### src/rtl/sd_acq_sample_ctrl_if.sv
// Bundle of the acquisition-window, configuration and sample-handshake signals
// for sd_acq_sample_ctrl. ovr_cnt exists only when SD_ACQ_OVR_CNT_EN is defined.
interface sd_acq_sample_ctrl_if #(
  parameter int CW = 22,
  parameter int IW = 16
);
  logic          s_acq;
  logic [CW-1:0] count;
  logic [CW-1:0] start_dly;
  logic [IW-1:0] samp_div;
  logic [CW-1:0] acq_len;
  logic          samp_ack;
  logic          samp_req;
  logic [IW-1:0] samp_idx;
  logic          acq_done;
  logic          busy;
  logic          ovr;
`ifdef SD_ACQ_OVR_CNT_EN
  logic [7:0]    ovr_cnt;
`endif
  logic [1:0]    state;

  // Handshake: samp_req (valid) stays high until a cycle where it is sampled
  // together with samp_ack (ready); ack may be tied high for one-cycle pulses.
  modport master (
    output s_acq, count, start_dly, samp_div, acq_len, samp_ack,
    input  samp_req, samp_idx, acq_done, busy, ovr, state
`ifdef SD_ACQ_OVR_CNT_EN
    , input ovr_cnt
`endif
  );

  modport slave (
    input  s_acq, count, start_dly, samp_div, acq_len, samp_ack,
    output samp_req, samp_idx, acq_done, busy, ovr, state
`ifdef SD_ACQ_OVR_CNT_EN
    , output ovr_cnt
`endif
  );
endinterface

### src/rtl/sd_acq_sample_ctrl.sv
// Paces ADC sample requests off the acquisition timer count (start delay,
// interval, window length). SD_ACQ_OVR_CNT_EN adds a saturating overrun counter.
module sd_acq_sample_ctrl #(
  parameter int CW = 22,
  parameter int IW = 16
) (
  input logic                 dds,
  input logic                 rst,
  sd_acq_sample_ctrl_if.slave acq
);
  typedef enum logic [1:0] {
    ST_IDLE  = 2'd0,
    ST_DELAY = 2'd1,
    ST_RUN   = 2'd2,
    ST_DONE  = 2'd3
  } state_t;

  state_t        state_q;
  logic          s_acq_q;
  logic [IW-1:0] div_q;
  logic [CW-1:0] len_q;
  logic [CW:0]   next_due;
  logic          req_q;
  logic [IW-1:0] idx_q;
  logic          done_q;
  logic          busy_q;
  logic          ovr_q;
`ifdef SD_ACQ_OVR_CNT_EN
  logic [7:0]    ovr_cnt_q;
`endif

  logic rise;
  logic due_hit;
  logic len_hit;

  assign rise    = acq.s_acq && !s_acq_q;
  // A carry in next_due means the schedule ran past the top of count.
  assign due_hit = !next_due[CW] && (acq.count >= next_due[CW-1:0]);
  assign len_hit = acq.count >= len_q;

  always_ff @(posedge dds) begin
    if (rst) begin
      state_q   <= ST_IDLE;
      s_acq_q   <= 1'b0;
      div_q     <= '0;
      len_q     <= '0;
      next_due  <= '0;
      req_q     <= 1'b0;
      idx_q     <= '0;
      done_q    <= 1'b0;
      busy_q    <= 1'b0;
      ovr_q     <= 1'b0;
`ifdef SD_ACQ_OVR_CNT_EN
      ovr_cnt_q <= '0;
`endif
    end else begin
      s_acq_q <= acq.s_acq;
      done_q  <= 1'b0;
      case (state_q)
        ST_IDLE: begin
          if (rise) begin
            div_q     <= (acq.samp_div == '0) ? IW'(1) : acq.samp_div;
            len_q     <= acq.acq_len;
            next_due  <= {1'b0, acq.start_dly};
            idx_q     <= '0;
            ovr_q     <= 1'b0;
`ifdef SD_ACQ_OVR_CNT_EN
            ovr_cnt_q <= '0;
`endif
            busy_q    <= 1'b1;
            state_q   <= ST_DELAY;
          end
        end
        ST_DELAY, ST_RUN: begin
          // Termination wins over a coincident issue; this also covers
          // start_dly >= acq_len, which ends the window from DELAY.
          if (!acq.s_acq || len_hit) begin
            done_q  <= 1'b1;
            busy_q  <= 1'b0;
            req_q   <= 1'b0;
            state_q <= ST_DONE;
          end else if (due_hit) begin
            req_q    <= 1'b1;
            next_due <= next_due + {{(CW+1-IW){1'b0}}, div_q};
            if (state_q == ST_RUN) idx_q <= idx_q + IW'(1);
            if (req_q && !acq.samp_ack) begin
              ovr_q <= 1'b1;
`ifdef SD_ACQ_OVR_CNT_EN
              if (ovr_cnt_q != 8'hFF) ovr_cnt_q <= ovr_cnt_q + 8'd1;
`endif
            end
            state_q <= ST_RUN;
          end else if (req_q && acq.samp_ack) begin
            req_q <= 1'b0;
          end
        end
        ST_DONE: begin
          if (!acq.s_acq) state_q <= ST_IDLE;
        end
      endcase
    end
  end

  assign acq.samp_req = req_q;
  assign acq.samp_idx = idx_q;
  assign acq.acq_done = done_q;
  assign acq.busy     = busy_q;
  assign acq.ovr      = ovr_q;
  assign acq.state    = state_q;
`ifdef SD_ACQ_OVR_CNT_EN
  assign acq.ovr_cnt  = ovr_cnt_q;
`endif
endmodule
### src/flat_wrapper.sv
// flat-port wrapper written by rule: the top's interface ports become plain ports
module sd_acq_sample_ctrl_flat 
#(
  parameter int CW = 22,
  parameter int IW = 16
)
  (dds, rst, acq_s_acq, acq_count, acq_start_dly, acq_samp_div, acq_acq_len, acq_samp_ack, acq_samp_req, acq_samp_idx, acq_acq_done, acq_busy, acq_ovr, acq_state);
  sd_acq_sample_ctrl_if #(.CW(CW), .IW(IW)) acq_i ();
  input logic dds;
  input logic rst;
  input wire logic [$bits(acq_i.s_acq)-1:0] acq_s_acq;
  input wire logic [$bits(acq_i.count)-1:0] acq_count;
  input wire logic [$bits(acq_i.start_dly)-1:0] acq_start_dly;
  input wire logic [$bits(acq_i.samp_div)-1:0] acq_samp_div;
  input wire logic [$bits(acq_i.acq_len)-1:0] acq_acq_len;
  input wire logic [$bits(acq_i.samp_ack)-1:0] acq_samp_ack;
  output wire logic [$bits(acq_i.samp_req)-1:0] acq_samp_req;
  output wire logic [$bits(acq_i.samp_idx)-1:0] acq_samp_idx;
  output wire logic [$bits(acq_i.acq_done)-1:0] acq_acq_done;
  output wire logic [$bits(acq_i.busy)-1:0] acq_busy;
  output wire logic [$bits(acq_i.ovr)-1:0] acq_ovr;
  output wire logic [$bits(acq_i.state)-1:0] acq_state;
  assign acq_i.s_acq = acq_s_acq;
  assign acq_i.count = acq_count;
  assign acq_i.start_dly = acq_start_dly;
  assign acq_i.samp_div = acq_samp_div;
  assign acq_i.acq_len = acq_acq_len;
  assign acq_i.samp_ack = acq_samp_ack;
  assign acq_samp_req = acq_i.samp_req;
  assign acq_samp_idx = acq_i.samp_idx;
  assign acq_acq_done = acq_i.acq_done;
  assign acq_busy = acq_i.busy;
  assign acq_ovr = acq_i.ovr;
  assign acq_state = acq_i.state;
  sd_acq_sample_ctrl #(.CW(CW), .IW(IW)) u_core (.dds(dds), .rst(rst), .acq(acq_i));
endmodule
### config.mk
export PLATFORM = sky130hd
export DESIGN_NAME = sd_acq_sample_ctrl_flat
export DESIGN_NICKNAME = d
export VERILOG_FILES = /design/src/rtl/sd_acq_sample_ctrl_if.sv /design/src/rtl/sd_acq_sample_ctrl.sv /design/src/flat_wrapper.sv
export SDC_FILE = /design/constraint.sdc
export NUM_CORES = 1
export LEC_CHECK = 0
export CELL_PAD_IN_SITES_DETAIL_PLACEMENT = 1
export CELL_PAD_IN_SITES_GLOBAL_PLACEMENT = 2
export CORE_ASPECT_RATIO = 1.75
export CORE_MARGIN = 2
export CORE_UTILIZATION = 30
export CTS_CLUSTER_DIAMETER = 200
export DETAILED_ROUTE_END_ITERATION = 8
export HOLD_SLACK_MARGIN = 0.12
export PLACE_DENSITY = 0.78
export SLEW_MARGIN = 5
export SYNTH_ARGS = -nofsm -noshare
export SYNTH_HDL_FRONTEND = slang
export SYNTH_SLANG_ARGS = --single-unit
### constraint.sdc
create_clock -name dds -period 3.1 [get_ports dds]
set_input_delay 0.31 -clock dds [delete_from_list [all_inputs] [get_ports dds]]
set_output_delay 0.31 -clock dds [all_outputs]
set_load 0.03 [all_outputs]
==> results of run 1 <==
-- kinds of logic (layout without fill, tap and decap cells) --
| logic type | after synthesis | count (layout) | synth area share |
|---|---|---|---|
| xor gates and xnor gates | 11 | 11 | 0.0175 |
| buffers and inverters | 85 | 207 | 0.0619 |
| adders and majority gates | 66 | 66 | 0.151 |
| and+or+nand+nor | 228 | 228 | 0.196 |
| muxes | 16 | 16 | 0.0292 |
| DFF | 84 | 84 | 0.305 |
| AOI/OAI and AO/OA | 200 | 200 | 0.240 |
-- metal layers --
layer | track usage | vias to the layer above | wire [um]
met5 | 0 | - | 0
met4 | 0.0509 | 0 | 229
met3 | 0.0333 | 11 | 556
met2 | 0.384 | 78 | 10400
met1 | 0.189 | 2581 | 6950
li1 | - | 2692 | -
-- flip-flops by register name (all words and copies together) (netlist names) --
signal	count
u_core.len_q	22
u_core.acq.samp_req	1
u_core.acq.acq_done	1
u_core.acq.state	2
u_core.s_acq_q	1
u_core.acq.ovr	1
u_core.next_due	23
u_core.acq.samp_idx	16
u_core.acq.busy	1
u_core.div_q	16
-- metrics by stage --
| stage | area [um^2] | power (mW) | hold slack [ns] |
|---|---|---|---|
| floorplan | 5520 | 3.55 | 0.436 |
| global placement | 7000 | 4.53 | 0.445 |
| detailed placement | 7000 | 4.66 | 0.452 |
| CTS | 7290 | 5.80 | 0.329 |
| global route | 7310 | 6.18 | 0.336 |
| finish | 7310 | 5.70 | 0.328 |
-- final timing paths --
check,startpoint,endpoint,slack (ns)
setup / recovery,acq_count[19],u_core.next_due[18]$_SDFFE_PP0P_,0.26
hold / removal,rst,u_core.acq.state[1]$_SDFFE_PP0P_,0.33
setup reg to reg,u_core.next_due[19]$_SDFFE_PP0P_,u_core.next_due[18]$_SDFFE_PP0P_,0.26
hold reg to reg,u_core.len_q[1]$_SDFFE_PP0P_,u_core.len_q[1]$_SDFFE_PP0P_,0.46
-- Yosys cell counts (all sizes together) (6+ instances only) --
master / number / area (um^2)
a211oi: 23 / 178
and3: 10 / 62.6
a21o: 9 / 67.6
a31oi: 15 / 93.8
o21ai: 26 / 130
mux2i: 15 / 150
inv: 55 / 206
nand4: 8 / 56.3
nor3: 12 / 76.3
o21a: 7 / 52.6
nor3b: 6 / 66.3
o211ai: 6 / 55.1
nand3: 6 / 30.0
buf: 10 / 60.1
ha: 65 / 813
xnor2: 7 / 61.3
a21oi: 84 / 432
nand2: 115 / 432
clkbuf: 20 / 75.1
dfxtp: 84 / 1680
nor4: 6 / 65.1
nor2: 48 / 180
-- power groups by stage --
stage / logic (mW) / registers (mW) / clock network, mW
3_3_place_gp: 2.95 / 1.59 / 0
6_report: 3.02 / 1.57 / 1.11
2_1_floorplan: 2.00 / 1.55 / 0
3_5_place_dp: 3.06 / 1.60 / 0
4_1_cts: 3.08 / 1.57 / 1.15
5_1_grt: 3.38 / 1.60 / 1.19
-- cell type report --
| cell class | instances | area share |
|---|---|---|
| clock inverters | 4 | 0.00668 |
| repair buffers | 136 | 0.181 |
| clock buffers | 12 | 0.0337 |
| well taps | 234 | 0.0401 |
| multi-input cells | 521 | 0.480 |
| flip-flops and latches | 84 | 0.230 |
| inverters | 55 | 0.0283 |
-- timing repair --
action | 4_1_cts | 5_1_grt
setup endpoints to repair | 0 | 4
gates resized for setup | 0 | 2
hold buffers | 0 | 0
-- critical path, cell delays in order --
cell,delay [ns]
clkdlybuf4s50_1,0.46
ha_1,0.34
a21o_1,0.18
a21o_1,0.17
a221oi_1,0.33
o211ai_2,0.17
o211ai_4,0.35
buf_4,0.23
nor3_4,0.06
mux2i_1,0.13
a2111oi_2,0.35
==> run_results.csv, run 1 <==
group,metric,value,unit
run_status,status,"complete, no violations",
clocking,clk_pin_slew,0.06,ns
finish,drive_gt1_frac,0.0874,
drt,drc,0,
logic_synthesis,ys_warn_count,0,
die,die_h,183,um
global_route,grt_max_degree,74,
logic_synthesis,synth_cells,690,
global_route,grt_pass1_vias,5656,
logic_synthesis,yosysUniqueCellTypes,66,
die,die-width,107,um
logic_synthesis,synth-edff-count,0,
logic_synthesis,ys.flop_type,"dfxtp_1",
finish,fillers,2218,
critical_path,cp.required,3.34,ns
power,seq_power_share,0.275,
place,numPortBuffers,107,
finish,final_cell_mix,"nand2_1, clkdlybuf4s50_1, dfxtp_1",
logic_synthesis,synthesis.area,5520,um^2
power,switching_share,0.437,
clocking,cts.sinks,84,
clocking,cts_buffers,9,
sta,period_share,0.916,
power,comb_power_share,0.530,
drt,routed_wl,18.1,mm
power,p_leak,2.84,nW
logic_synthesis,synthesis.nets,842,
drt,postRouteAntennaNets,0,
logic_synthesis,synth_seq_cells,84,
global_route,grt_use_total,0.188,
sta,finalMaxSlewViolations,0,
clocking,post_cts_buffers,0,
finish,regArea,1680,um^2
hold_path,whs_path_depth,3,
critical_path,worst_setup_path_start_kind,"input pin",
finish,multi_input_comb_area,3510,um^2
logic_synthesis,synth_area_per_cell,8.00,um^2
sta,hold_viol_final,0,
global_route,grt_pass1_wl,28.7,mm
sta,worst_slack,0.260,ns
die,start_util,0.306,
drt,drtIter0Drc,153,
place,dp.cells,1030,
finish,instances_no_fill,1046,
sta,relSlewSlack,0.431,
sta,period_minus_slack,2.84,ns
die,dieArea,19500,um^2
finish,diodes,0,
place,gp_congestion,0.860,
critical_path,crit_type,"input pin to flip-flop",
sta,fin_skew,0.0115,ns
sta,clock.fmax,352,MHz
clocking,cts-htree-levels,3,
sta,finalSetupTns,0,ns
hold_path,hold_path.class,"input pin to flip-flop",
drt,vias_per_cell,5.13,
global_route,grt_overflow,0,
critical_path,path_max_fanout,6,
critical_path,worst_ep_arrival_time,3.08,ns
finish,area_growth,32.3,%
sta,rsz0062_at_grt,"false",
power,ir_drop,0.000374,V
drt,wire_per_inst,17.3,um
drt,drt_pass1_iterations,4,
sta,setup-violations-final,0,
drt,vias,5362,
power,p_int,3.21,mW
power,clkPwrFrac,0.195,
clocking,clock_latency,0.35,ns
finish,final_util,0.405,
flow_run,drv_cap,0,
place,dpl.hpwl,14.3,mm
die,io_pins,108,
finish,nets,959,
power,p_per_area,780,nW/um^2
critical_path,end_kind,"flip-flop",
sta,worst_pin_slew,0.854,ns
die,core-area,18100,um^2
die,fp-row-count,65,
clocking,cts_tree,"yes",
clocking,cts_buffer_depth,2,
critical_path,reg2reg_depth,11,
clocking,clock-root-buffer,"clkbuf_16",
power,netSwitchingPower,2.49,mW
logic_synthesis,async_reset_ff_frac,0,
place,place_ws,-0.216,ns
global_route,antenna_found_initial,0,
logic_synthesis,ys_seq_area_frac,0.305,
finish,final_common_cell,"nand2_1",
No activity file was read; power rests on OpenSTA's default activity.
==> run 2: changes to the inputs <==
Settings changed: ABC_AREA set to 0.
==> results of run 2 <==
Final layout, timing and power as in run 1 (identical DEF).
==> run 3: changes to the inputs <==
Settings changed: CORE_UTILIZATION 30 to 33, PLACE_DENSITY 0.78 to 0.85.
Clock period 3.1 ns to 3.3 ns, I/O delays scaled along.
==> run 3 against run 2 <==
Net effect:
- core utilization rose by 3.2 points
- highest routed layer unchanged
- routed wire length up 1.1%
- non-clock buffer count fell by 14
- worst setup slack better by 0.048 ns
==> run_results.csv, run 3 (synthesized netlist as in run 1, its figures left out) <==
group,metric,value,unit
finish,nets,945,
clocking,hold_buffers,0,
sta,fin_skew,0.00933,ns
drt,drt_pass1_iterations,4,
critical_path,reg2reg_depth,11,
drt,drc,0,
critical_path,cp_num_buf_inv,2,
finish,instances_no_fill,1022,
global_route,grt_pass1_vias,5942,
critical_path,worst_ep_arrival_time,3.26,ns
sta,setup-violations-final,0,
clocking,post_cts_resize_count,0,
finish,largest-register,"u_core.next_due",
global_route,antenna_found_initial,0,
die,dieArea,17800,um^2
critical_path,crit_type,"flip-flop to flip-flop",
sta,worst_pin_slew,0.624,ns
power,p_leak,2.77,nW
clocking,clk_pin_slew,0.07,ns
die,die-width,102,um
sta,finalSetupTns,0,ns
clocking,cts_buffer_depth,2,
sta,hold_viol_final,0,
critical_path,critPathMaxStageDelay,0.48,ns
critical_path,crit_family,"simple AND/OR/NAND/NOR gates",
finish,final_util,0.437,
sta,holdWs,0.462,ns
finish,reg_top3,"u_core.next_due (23), u_core.len_q (22)",
power,ir_drop,0.000383,V
die,fp-row-count,62,
die,io_pins,108,
finish,area_growth,29.6,%
finish,diodes,0,
clocking,clock-root-buffer,"clkbuf_16",
flow_run,drv_cap,0,
place,dp.cells,1006,
clocking,cts_tree,"yes",
drt,vias,5396,
place,place_ws,-0.0221,ns
place,gp_congestion,0.879,
die,start_util,0.337,
sta,rsz0062_at_grt,"false",
critical_path,r2r_start,"u_core.next_due[17]$_SDFFE_PP0P_",
global_route,grt_pass1_wl,29.5,mm
place,numPortBuffers,107,
sta,finalMaxSlewViolations,0,
clocking,post_cts_buffers,0,
finish,final_common_cell,"nand2_1",
power,p_per_area,737,nW/um^2
critical_path,cp_cell_sequence,"inv_1 > ha_1 > nand4_1 > nor4_2 > nand2_1 > a21oi_2 > o211ai_2 > buf_4 > nor2_1 > or4b_1 > a41oi_2",
global_route,grt_max_degree,48,
clocking,cts.sinks,84,
sta,period_share,0.907,
drt,drtIter0Drc,126,
drt,wire_per_inst,17.9,um
run_status,status,"complete, no violations",
finish,largest_reg_flops,23,
critical_path,cp.required,3.57,ns
critical_path,end_kind,"flip-flop",
die,die_h,175,um
place,dpl.hpwl,14.2,mm
clocking,clock_latency,0.35,ns
critical_path,worstSetupEndpoint,"u_core.next_due[21]$_SDFFE_PP0P_",
global_route,grt_overflow,0,
finish,drive_gt1_frac,0.0702,
drt,route.met2.wl,10.1,mm
critical_path,cp_num_cells,11,
critical_path,r2r_end,"u_core.next_due[21]$_SDFFE_PP0P_",
drt,top_layer,"met4",
drt,postRouteAntennaNets,0,
clocking,cts_buffers,9,
global_route,grt_use_total,0.210,
drt,vias_per_cell,5.28,
critical_path,critPathLaunch,"u_core.next_due[17]$_SDFFE_PP0P_",
finish,final_cell_mix,"nand2_1, clkdlybuf4s50_1, dfxtp_1",
critical_path,rrSetupSlack,0.31,ns
drt,routed_wl,18.3,mm
sta,clock.fmax,334,MHz
sta,relSlewSlack,0.584,
critical_path,worst_setup_path_start_kind,"flip-flop",
die,core-area,16400,um^2
drt,wl_met3,655,um
clocking,cts-htree-levels,3,
hold_path,hold_path.class,"flip-flop to flip-flop",
critical_path,crit_slowest_cell,"dfxtp_1",
sta,worst_slack,0.308,ns
finish,fillers,2003,
critical_path,path_max_fanout,8,
sta,period_minus_slack,2.99,ns
drt,wl_met1,6.95,mm
run 3: cell types whose count changed in the layout (fill, tap and decap cells not counted), sizes merged:
cell	before	now
buf	30	16
run 3: worst min-delay path by stage:
stage | from | to | slack [ns] | depth (start not counted)
after floorplan | u_core.len_q[10]$_SDFFE_PP0P_ | u_core.len_q[10]$_SDFFE_PP0P_ | 0.44 | 2
after global placement | u_core.len_q[3]$_SDFFE_PP0P_ | u_core.len_q[3]$_SDFFE_PP0P_ | 0.45 | 2
after detailed placement | u_core.len_q[5]$_SDFFE_PP0P_ | u_core.len_q[5]$_SDFFE_PP0P_ | 0.45 | 2
after CTS | u_core.len_q[2]$_SDFFE_PP0P_ | u_core.len_q[2]$_SDFFE_PP0P_ | 0.47 | 2
after global routing | u_core.len_q[1]$_SDFFE_PP0P_ | u_core.len_q[1]$_SDFFE_PP0P_ | 0.49 | 2
final | u_core.len_q[2]$_SDFFE_PP0P_ | u_core.len_q[2]$_SDFFE_PP0P_ | 0.46 | 2
run 3: layout make-up:
type                       instances  area [um^2]  area share
tap                              224          280      0.0392
timing repair buffer             122         1190       0.167
clock buffer                      12          246      0.0345
inverter                          55          206      0.0289
sequential                        84         1680       0.235
clock inverter                     4         48.8     0.00682
multi-input combinational        521         3500       0.489
run 3: metal layers:
layer | up-vias | track usage
met2 | 105 | 0.400
met1 | 2587 | 0.219
met3 | 38 | 0.0372
met5 | - | 0
met4 | 0 | 0.0811
li1 | 2666 | -
run 3: where the power goes:
group	switching [mW]	internal [mW]
clock	0.449	0.608
combinational	1.64	1.08
sequential	0.245	1.25
total	2.33	2.94
run 3: worst min-delay path: stages, from the launching register on:
cell,delay [ns]
dfxtp_1,0.31
nand2_1,0.05
a21oi_1,0.05
run 3: per-stage QoR:
| stage | cell area (um^2) | power (mW) |
|---|---|---|
| after global routing | 7150 | 5.69 |
| after floorplan | 5520 | 3.34 |
| after CTS | 7150 | 5.34 |
| after detailed placement | 6860 | 4.25 |
| final | 7150 | 5.27 |
| after global placement | 6860 | 4.12 |
